$ cat config.mk
export PLATFORM = sky130hd
export DESIGN_NAME = ps2_rx_fifo
export DESIGN_NICKNAME = d
export VERILOG_FILES = /design/src/rtl/ps2_rx_pkg.sv /design/src/rtl/ps2_byte_fifo.sv /design/src/rtl/ps2_rx_fifo.sv
export SDC_FILE = /design/constraint.sdc
export NUM_CORES = 1
export LEC_CHECK = 0
export BUFFER_PORTS_ARGS = -buffer_cell sky130_fd_sc_hd__buf_2
export CAP_MARGIN = 20
export CORE_UTILIZATION = 50
export DETAILED_ROUTE_END_ITERATION = 8
export GPL_ROUTABILITY_DRIVEN = 0
export HOLD_SLACK_MARGIN = 0.1
export PLACE_DENSITY = 0.73
export SKIP_CTS_REPAIR_TIMING = 1
export SYNTH_ARGS = -nofsm -noshare
export SYNTH_HDL_FRONTEND = slang
export SYNTH_SLANG_ARGS = --single-unit
$ cat constraint.sdc
create_clock -name clk -period 5.1 [get_ports clk]
set_clock_uncertainty 0.2 [all_clocks]
set_input_delay 0.51 -clock clk [delete_from_list [all_inputs] [get_ports clk]]
set_output_delay 0.51 -clock clk [all_outputs]
set_load 0.03 [all_outputs]
$ cat src/rtl/ps2_rx_pkg.sv
// Shared types and constants for the PS/2 receive path.
package ps2_rx_pkg;
  localparam int FRAME_BITS = 11;
  localparam int DATA_W = 8;

  typedef enum logic [1:0] {IDLE, DATA, PARITY, STOP} rx_state_e;
endpackage

$ cat src/rtl/ps2_byte_fifo.sv
// Show-ahead byte FIFO; a push into a full FIFO is dropped unless a pop happens in the same cycle.
module ps2_byte_fifo
  import ps2_rx_pkg::*;
#(
  parameter int DEPTH = 8
) (
  input  logic                       clk,
  input  logic                       clrDrdy,
  input  logic                       wr,
  input  logic [DATA_W-1:0]          din,
  input  logic                       rd,
  output logic [DATA_W-1:0]          dout,
  output logic                       empty,
  output logic                       full,
  output logic [$clog2(DEPTH+1)-1:0] count,
  output logic                       overflow
);
  localparam int AW = $clog2(DEPTH);
  localparam int CW = $clog2(DEPTH + 1);
  localparam logic [CW-1:0] FULL_CNT = CW'(DEPTH);

  logic [DATA_W-1:0] mem [DEPTH];
  logic [AW-1:0]     wp, rp;
  logic [CW-1:0]     cnt;
  logic              do_push, do_pop, ovf_q;

  assign do_pop  = rd && (cnt != '0);
  assign do_push = wr && ((cnt != FULL_CNT) || do_pop);

  always_ff @(posedge clk or posedge clrDrdy) begin
    if (clrDrdy) begin
      wp    <= '0;
      rp    <= '0;
      cnt   <= '0;
      ovf_q <= 1'b0;
    end else begin
      ovf_q <= wr && !do_push;
      if (do_push) wp <= wp + 1'b1;
      if (do_pop)  rp <= rp + 1'b1;
      if (do_push && !do_pop)      cnt <= cnt + 1'b1;
      else if (do_pop && !do_push) cnt <= cnt - 1'b1;
    end
  end

  // Storage has no reset; dout is masked while empty.
  always_ff @(posedge clk) begin
    if (do_push) mem[wp] <= din;
  end

  assign empty    = (cnt == '0);
  assign full     = (cnt == FULL_CNT);
  assign count    = cnt;
  assign overflow = ovf_q;
  assign dout     = empty ? '0 : mem[rp];
endmodule

$ cat src/rtl/ps2_rx_fifo.sv
// PS/2 device-to-host receiver: sync, glitch filter, frame FSM, timeout, byte FIFO.
// Define PS2_RX_PARITY_CHECK_EN to reject frames with bad odd parity.
module ps2_rx_fifo
  import ps2_rx_pkg::*;
#(
  parameter int FILT_LEN    = 8,
  parameter int TIMEOUT_CYC = 2000,
  parameter int FIFO_DEPTH  = 8
) (
  input  logic                            clk,
  input  logic                            clrDrdy,
  input  logic                            ps2_clk,
  input  logic                            ps2_data,
  input  logic                            rd_en,
  output logic [DATA_W-1:0]               dout,
  output logic                            empty,
  output logic                            full,
  output logic [$clog2(FIFO_DEPTH+1)-1:0] count,
  output logic                            parity_err,
  output logic                            frame_err,
  output logic                            overflow
);
  localparam int TW = $clog2(TIMEOUT_CYC + 1);
  localparam logic [TW-1:0] T_LAST = TW'(TIMEOUT_CYC - 1);

  logic                clk_s1, clk_s2, dat_s1, dat_s2;
  logic [FILT_LEN-1:0] filt_sr;
  logic                filt_clk, fall;
  rx_state_e           state, state_d;
  logic [2:0]          bitcnt, bitcnt_d;
  logic [DATA_W-1:0]   shift, shift_d;
  logic                pbit, pbit_d;
  logic                push_q, push_d, perr_q, perr_d, ferr_q, ferr_d;
  logic [TW-1:0]       tcnt, quiet;
  logic                armed, timeout, par_good, parity_ok;

  always_ff @(posedge clk or posedge clrDrdy) begin
    if (clrDrdy) begin
      clk_s1   <= 1'b1;
      clk_s2   <= 1'b1;
      dat_s1   <= 1'b1;
      dat_s2   <= 1'b1;
      filt_sr  <= '1;
      filt_clk <= 1'b1;
    end else begin
      clk_s1  <= ps2_clk;
      clk_s2  <= clk_s1;
      dat_s1  <= ps2_data;
      dat_s2  <= dat_s1;
      filt_sr <= {filt_sr[FILT_LEN-2:0], clk_s2};
      if (filt_clk && (filt_sr == '0))    filt_clk <= 1'b0;
      else if (!filt_clk && (&filt_sr))   filt_clk <= 1'b1;
    end
  end

  assign fall = filt_clk && (filt_sr == '0);

  // After reset, wait for a quiet high line so a frame cut by reset is not decoded.
  always_ff @(posedge clk or posedge clrDrdy) begin
    if (clrDrdy) begin
      quiet <= '0;
      armed <= 1'b0;
    end else if (!armed) begin
      if (!filt_clk)            quiet <= '0;
      else if (quiet == T_LAST) armed <= 1'b1;
      else                      quiet <= quiet + 1'b1;
    end
  end

  always_ff @(posedge clk or posedge clrDrdy) begin
    if (clrDrdy)                      tcnt <= '0;
    else if (state == IDLE || fall)   tcnt <= '0;
    else                              tcnt <= tcnt + 1'b1;
  end

  assign timeout  = (state != IDLE) && (tcnt == T_LAST);
  assign par_good = ^{shift, pbit};
`ifdef PS2_RX_PARITY_CHECK_EN
  assign parity_ok = par_good;
`else
  // pbit is still captured; its check is folded away.
  assign parity_ok = par_good | 1'b1;
`endif

  always_comb begin
    state_d  = state;
    bitcnt_d = bitcnt;
    shift_d  = shift;
    pbit_d   = pbit;
    push_d   = 1'b0;
    perr_d   = 1'b0;
    ferr_d   = 1'b0;
    if (fall) begin
      unique case (state)
        IDLE: if (!dat_s2 && armed) begin
          state_d  = DATA;
          bitcnt_d = '0;
          shift_d  = '0;
        end
        DATA: begin
          shift_d  = {dat_s2, shift[DATA_W-1:1]};
          bitcnt_d = bitcnt + 1'b1;
          if (bitcnt == 3'd7) state_d = PARITY;
        end
        PARITY: begin
          pbit_d  = dat_s2;
          state_d = STOP;
        end
        STOP: begin
          state_d = IDLE;
          if (!dat_s2)        ferr_d = 1'b1;
          else if (parity_ok) push_d = 1'b1;
          else                perr_d = 1'b1;
        end
        default: state_d = IDLE;
      endcase
    end else if (timeout) begin
      state_d = IDLE;
      ferr_d  = 1'b1;
    end
  end

  always_ff @(posedge clk or posedge clrDrdy) begin
    if (clrDrdy) begin
      state  <= IDLE;
      bitcnt <= '0;
      shift  <= '0;
      pbit   <= 1'b0;
      push_q <= 1'b0;
      perr_q <= 1'b0;
      ferr_q <= 1'b0;
    end else begin
      state  <= state_d;
      bitcnt <= bitcnt_d;
      shift  <= shift_d;
      pbit   <= pbit_d;
      push_q <= push_d;
      perr_q <= perr_d;
      ferr_q <= ferr_d;
    end
  end

  assign parity_err = perr_q;
  assign frame_err  = ferr_q;

  ps2_byte_fifo #(.DEPTH(FIFO_DEPTH)) u_fifo (
    .clk      (clk),
    .clrDrdy  (clrDrdy),
    .wr       (push_q),
    .din      (shift),
    .rd       (rd_en),
    .dout     (dout),
    .empty    (empty),
    .full     (full),
    .count    (count),
    .overflow (overflow)
  );
endmodule

Word-level counts from Yosys, hierarchy flattened --
Memories as Yosys holds them, arrays and structs flattened. Index checks and enable logic that the tools add are counted.
Cells by class: $add $sub $neg 7, equality and inequality tests 12, mux-type cells 29, bitwise gates (word level) 1, reductions and logical operators 28
Operators by type and width (number):
- $mux 11 | 3
- $add 11x1->11 const B | 2
- $eq 11x11->1 const B | 2
- $mux 8 | 2
- $pmux 8 s2 | 1
- $mux 1 | 14
- $reduce_bool 2->1 | 5
- $add 3x1->3 const B | 3
- $logic_and 1x1->1 | 9
- $logic_not 8->1 | 1
- $mux 2 | 4
- $mux 4 | 2
- $pmux 2 s4 | 1
- $reduce_and 8->1 | 1
- $pmux 3 s2 | 1
- $reduce_and 3->1 | 2
- $add 4x1->4 const B | 1
- $eq 2x2->1 const B | 2
- $eq 4x4->1 const B | 1
- $logic_not 1->1 | 4
- $logic_not 4->1 | 1
- $ne 4x4->1 const B | 1
- $reduce_bool 4->1 | 1
- $sub 4x1->4 const B | 1
- 11 further kinds | 12
Word-level totals: flip-flop bits (word level) 62, RAM bits 64, word-level logic and storage cells 96, memories 1
Memories:
- u_fifo.mem | words 8, width 8, read ports 1, clocked after memory_dff 0, wr ports 1, RTL line ps2_byte_fifo.sv:22 | logic [DATA_W-1:0] mem [DEPTH];

Logic depth before layout (Yosys ltp) --
word-level depth 8, mapped depth 10, gate-level depth less buffers 10

Modules after synthesis --
A second synthesis with hierarchy kept.
Unflattened totals: cells, all modules 381, area, all modules 5400.2 sq um
By module, submodules not included:
- ps2_byte_fifo | instances 1, cells an instance 161, area each 3083.0 sq um, seq. area each 2197.1 sq um
- ps2_rx_fifo | instances 1, cells an instance 220, area each 2317.2 sq um, seq. area each 1292.5 sq um

Worst setup path after synthesis --
Ideal clock, no wire load.
kind register to register, from register u_fifo.cnt[0] (netlist: u_fifo.count[0]), to register u_fifo.cnt[3] (netlist: u_fifo.count[3]), arrival time 3.029 ns, required time 4.774 ns, setup slack 1.745 ns, cell stages (with the launch flop) 11, buffers on the path 0, period minus slack after synthesis 3.355 ns, cells stage by stage dfrtp_1 > or4b_1 > o21ai_2 > inv_1 > ha_1 > inv_1 > ha_1 > a21o_1 > a2111oi_0 > a31oi_1 > a221o_1
Between the ends: longest elaborated chain between the ends 7
Ends and longest elaborated chain:
- from (decl) | RTL line ps2_byte_fifo.sv:24 | logic [CW-1:0] cnt;
- from (signal assigned) | RTL line ps2_byte_fifo.sv:40 | if (do_push && !do_pop) cnt <= cnt + 1'b1;
- from (signal assigned) | RTL line ps2_byte_fifo.sv:41 | else if (do_pop && !do_push) cnt <= cnt - 1'b1;
- $reduce_bool 4->1 | RTL line ps2_byte_fifo.sv:27 | assign do_pop = rd && (cnt != '0);
- $logic_and 1x1->1 | RTL line ps2_byte_fifo.sv:27
- $logic_or 1x1->1 (*) | RTL line ps2_byte_fifo.sv:28 | assign do_push = wr && ((cnt != FULL_CNT) || do_pop);
- $logic_and 1x1->1 (*) | RTL line ps2_byte_fifo.sv:28
- named net u_fifo.do_push | RTL line ps2_byte_fifo.sv:25 | logic do_push, do_pop, ovf_q;
- $logic_not 1->1 | RTL line ps2_byte_fifo.sv:41
- $logic_and 1x1->1 | RTL line ps2_byte_fifo.sv:41
- $reduce_bool 2->1 (no line)
The timed path passes the listed nets; every way through them passes the cells marked *. The select of a mux whose other input is x is not followed. A chain may end at the register's enable or synchronous reset.

Worst setup path in the final report --
Ends and elaborated chain as after synthesis.

==> flow_summary.ini <==
[final_layout]
syn2layout_area_growth_pct = 16.60
nets = 440
antenna_cells = 0
register_area_um2 = 3490
multiInputGateArea_um2 = 1807
num-fill-cells = 774
drive_gt1_share_pct = 24.25

[power_and_ir_drop]
peakVddDrop_v = 0.0002772
power_density_nw_per_um2 = 424.3
p_leak_nw = 2.575

[worst_setup_path]
r2r_cells = 10
cp-start-kind = flip-flop
cpPeakStageDelay_ps = 630
cp.arrival_ps = 3830
crit_fanout = 7
r2r_end = u_fifo.count[3]$_DFFE_PP0P_
reg2reg_slack_ps = 1470
cp.required_ps = 5300
crit_type = reg2reg
worst_setup_path_end_kind = flip-flop
rr_startpoint = u_fifo.count[0]$_DFFE_PP0P_
crit_chain = or4b_1 -> o21ai_2 -> inv_1 -> ha_1 -> inv_1 -> ha_1 -> a21o_1 -> a2111oi_0 -> a31oi_1 -> a221o_1
cp_slowest_cell = or4b_1

[sta]
period_minus_slack_ps = 3627
finalCritPeriodShare_pct = 71.12
hold-worst-slack_ps = 156.1
setup_viol = 0
relSlewSlack_pct = 37.77
setup_ws_ps = 1473
max_freq_mhz = 275.7
hold_violations = 0
slew_viol_final = 0
fin_tns_setup_ps = 0
tightest_slew_ps = 930.0
rsz0062_at_grt = false

[cts]
cts-root-buf = clkbuf_8
numCtsBuffers = 17
clockBufferDepth = 2
cts_tree = built
cts_num_sinks = 126
htreeDepth = 4
clkLatencyLatePin_ps = 510
clk_pin_slew_ps = 60

[placed_design]
post-place-ws_ps = 1597
post-dp-hpwl_mm = 5.847
io_buffers = 20

[route]
post_drt_via_cell_ratio = 5.617
dr.pass1.iters = 5
finalWirelength_mm = 9.848
vias = 3196
ant_nets = 0
drt_iter0_drc = 209
wl_per_cell_um = 17.31
drc = 0

[synthesis]
ys_seq_elements = 126
synth-edff-count = 64
synth.distinct_cells = 51
yosysSeqAreaShare_pct = 64.74
postSynth.asyncResetShare_pct = 49.21
synth_area_um2 = 5390
netlist_instances = 382
synth_warnings = 0
syn-mean-instance-area_um2 = 14.11
syn-num-nets = 402
ys.flop_type = edfxtp_1

[floorplanning]
initial_core_util_pct = 51.98
design.portCount = 22
row_count = 37
die-area_um2 = 11200
dieHeight_um = 105.8
core_area_um2 = 10370
dieWidth_um = 105.8

[global_route]
antenna_found_initial = 0
grt_pass1_vias = 3175
grt_usage_pct = 19.46
grt_pass1_wl_mm = 16.08
gr-total-overflow = 0
grt_max_degree = 63

[hold_path]
hp-start = clk_s1$_DFF_PP1_
min_path_type = reg2reg
hold_end = clk_s2$_DFF_PP1_
worstHoldPathCells = 0

[run_status]
status = finished, final reports clean

[run]
drv_cap = 0
worst max-delay path: cells and delay by family, from the launching register on:
kind | cells | cell delay (ps)
flip-flops | 1 | 460
buffers and inverters | 2 | 320
AO/OA/AOI/OAI | 5 | 1390
adder cells (fa/ha/maj) | 2 | 510
AND/OR/NAND/NOR | 1 | 630
how the worst max path moves through the flow:
stage	from	slack [ps]	to
CTS	u_fifo.count[0]$_DFFE_PP0P_	1500	u_fifo.count[3]$_DFFE_PP0P_
floorplan	u_fifo.count[0]$_DFFE_PP0P_	1750	u_fifo.count[3]$_DFFE_PP0P_
global placement	u_fifo.count[0]$_DFFE_PP0P_	1710	u_fifo.count[3]$_DFFE_PP0P_
finish	u_fifo.count[0]$_DFFE_PP0P_	1470	u_fifo.count[3]$_DFFE_PP0P_
global route	u_fifo.count[0]$_DFFE_PP0P_	1210	u_fifo.count[3]$_DFFE_PP0P_
detailed placement	u_fifo.count[0]$_DFFE_PP0P_	1600	u_fifo.count[3]$_DFFE_PP0P_
synthesized netlist by cell type, drive strengths merged, types with 2 or more instances:
cell type / instances / area [µm²]
edfxtp: 64 / 1922
clkbuf: 6 / 22.52
o31ai: 6 / 50.05
nand4: 7 / 43.79
mux4: 16 / 360.4
ha: 14 / 175.2
xnor2: 9 / 78.83
o21ai: 25 / 162.7
dfstp: 13 / 341.6
or3: 4 / 25.02
nand3b: 3 / 22.52
nand2b: 9 / 56.30
a22o: 2 / 17.52
o41ai: 2 / 17.52
nor3: 11 / 55.05
or4b: 2 / 20.02
nand2: 39 / 146.4
xor2: 5 / 43.79
or4: 3 / 26.27
o31a: 2 / 17.52
nor4: 3 / 18.77
nand3: 8 / 40.04
a21oi: 3 / 15.01
o21a: 2 / 15.01
inv: 10 / 37.54
nor2: 28 / 105.1
mux2: 3 / 33.78
and3: 2 / 12.51
buf: 7 / 45.03
mux2i: 12 / 120.1
dfrtp: 49 / 1226
cells in the final DEF, fill, tap and decap left out, types with 10 or more instances in the layout:
cell type,n
mux4_2,16
edfxtp_1,64
buf_2,20
ha_1,14
o21ai_2,10
mux2i_1,12
dfstp_2,13
o21ai_0,13
clkbuf_16,16
nor3_1,10
nor2_1,28
dfrtp_1,49
nand2_1,39
per-stage QoR:
stage	power [W]	instance area (µm²)	utilization (%)	std cells
2_1_floorplan	0.001445	5390	-	382
3_3_place_gp	0.001515	5657	54.55	532
3_5_place_dp	0.001532	5657	54.55	532
4_1_cts	0.002663	6217	59.95	564
5_1_grt	0.002772	6285	60.61	569
6_report	0.002666	6285	60.61	569
cells by family (layout without fill, tap and decap cells):
logic type / count (synthesis) / in the layout / synth area share, %
compound gates: 49 / 49 / 6.569
xor+xnor: 14 / 14 / 2.275
fa+ha+maj: 15 / 15 / 3.621
buf+inv: 23 / 74 / 1.950
flops: 126 / 126 / 64.74
mux: 31 / 31 / 9.541
other cells: 1 / 1 / 0.06957
simple gates: 123 / 123 / 11.23
flip-flops by register name, summed over array words and instances (netlist names):
name             flops
dat_s2               1
filt_sr              8
frame_err            1
tcnt                11
bitcnt               3
u_fifo.count         4
u_fifo.mem          64
shift                8
quiet               11
dat_s1               1
u_fifo.rp            3
filt_clk             1
armed                1
clk_s2               1
u_fifo.wp            3
push_q               1
u_fifo.overflow      1
state                2
clk_s1               1
layout make-up:
class | instances | share of cell area (%)
Clock inverter | 15 | 2.329
Multi-Input combinational cell | 233 | 28.75
Timing Repair Buffer | 32 | 3.504
Sequential cell | 126 | 55.52
Clock buffer | 17 | 6.590
Tap cell | 136 | 2.708
Inverter | 10 | 0.5973
per-layer routing:
layer  up-vias  routed length, µm  global-route usage, %
met5         -                  0                      0
met4         0                 87                  7.440
met3         9                343                  6.184
met2        61               5216                  33.01
met1      1620               4201                  23.11
li1       1506                  -                      -
report_power, final:
| part | total (W) | switching [W] | internal [W] |
|---|---|---|---|
| Sequential | 0.00120 | 0.000102 | 0.00110 |
| Clock | 0.00113 | 0.000437 | 0.000691 |
| Combinational | 0.000335 | 0.000164 | 0.000171 |
| Total | 0.00267 | 0.000702 | 0.00196 |
(Power assumes the default switching activity.)
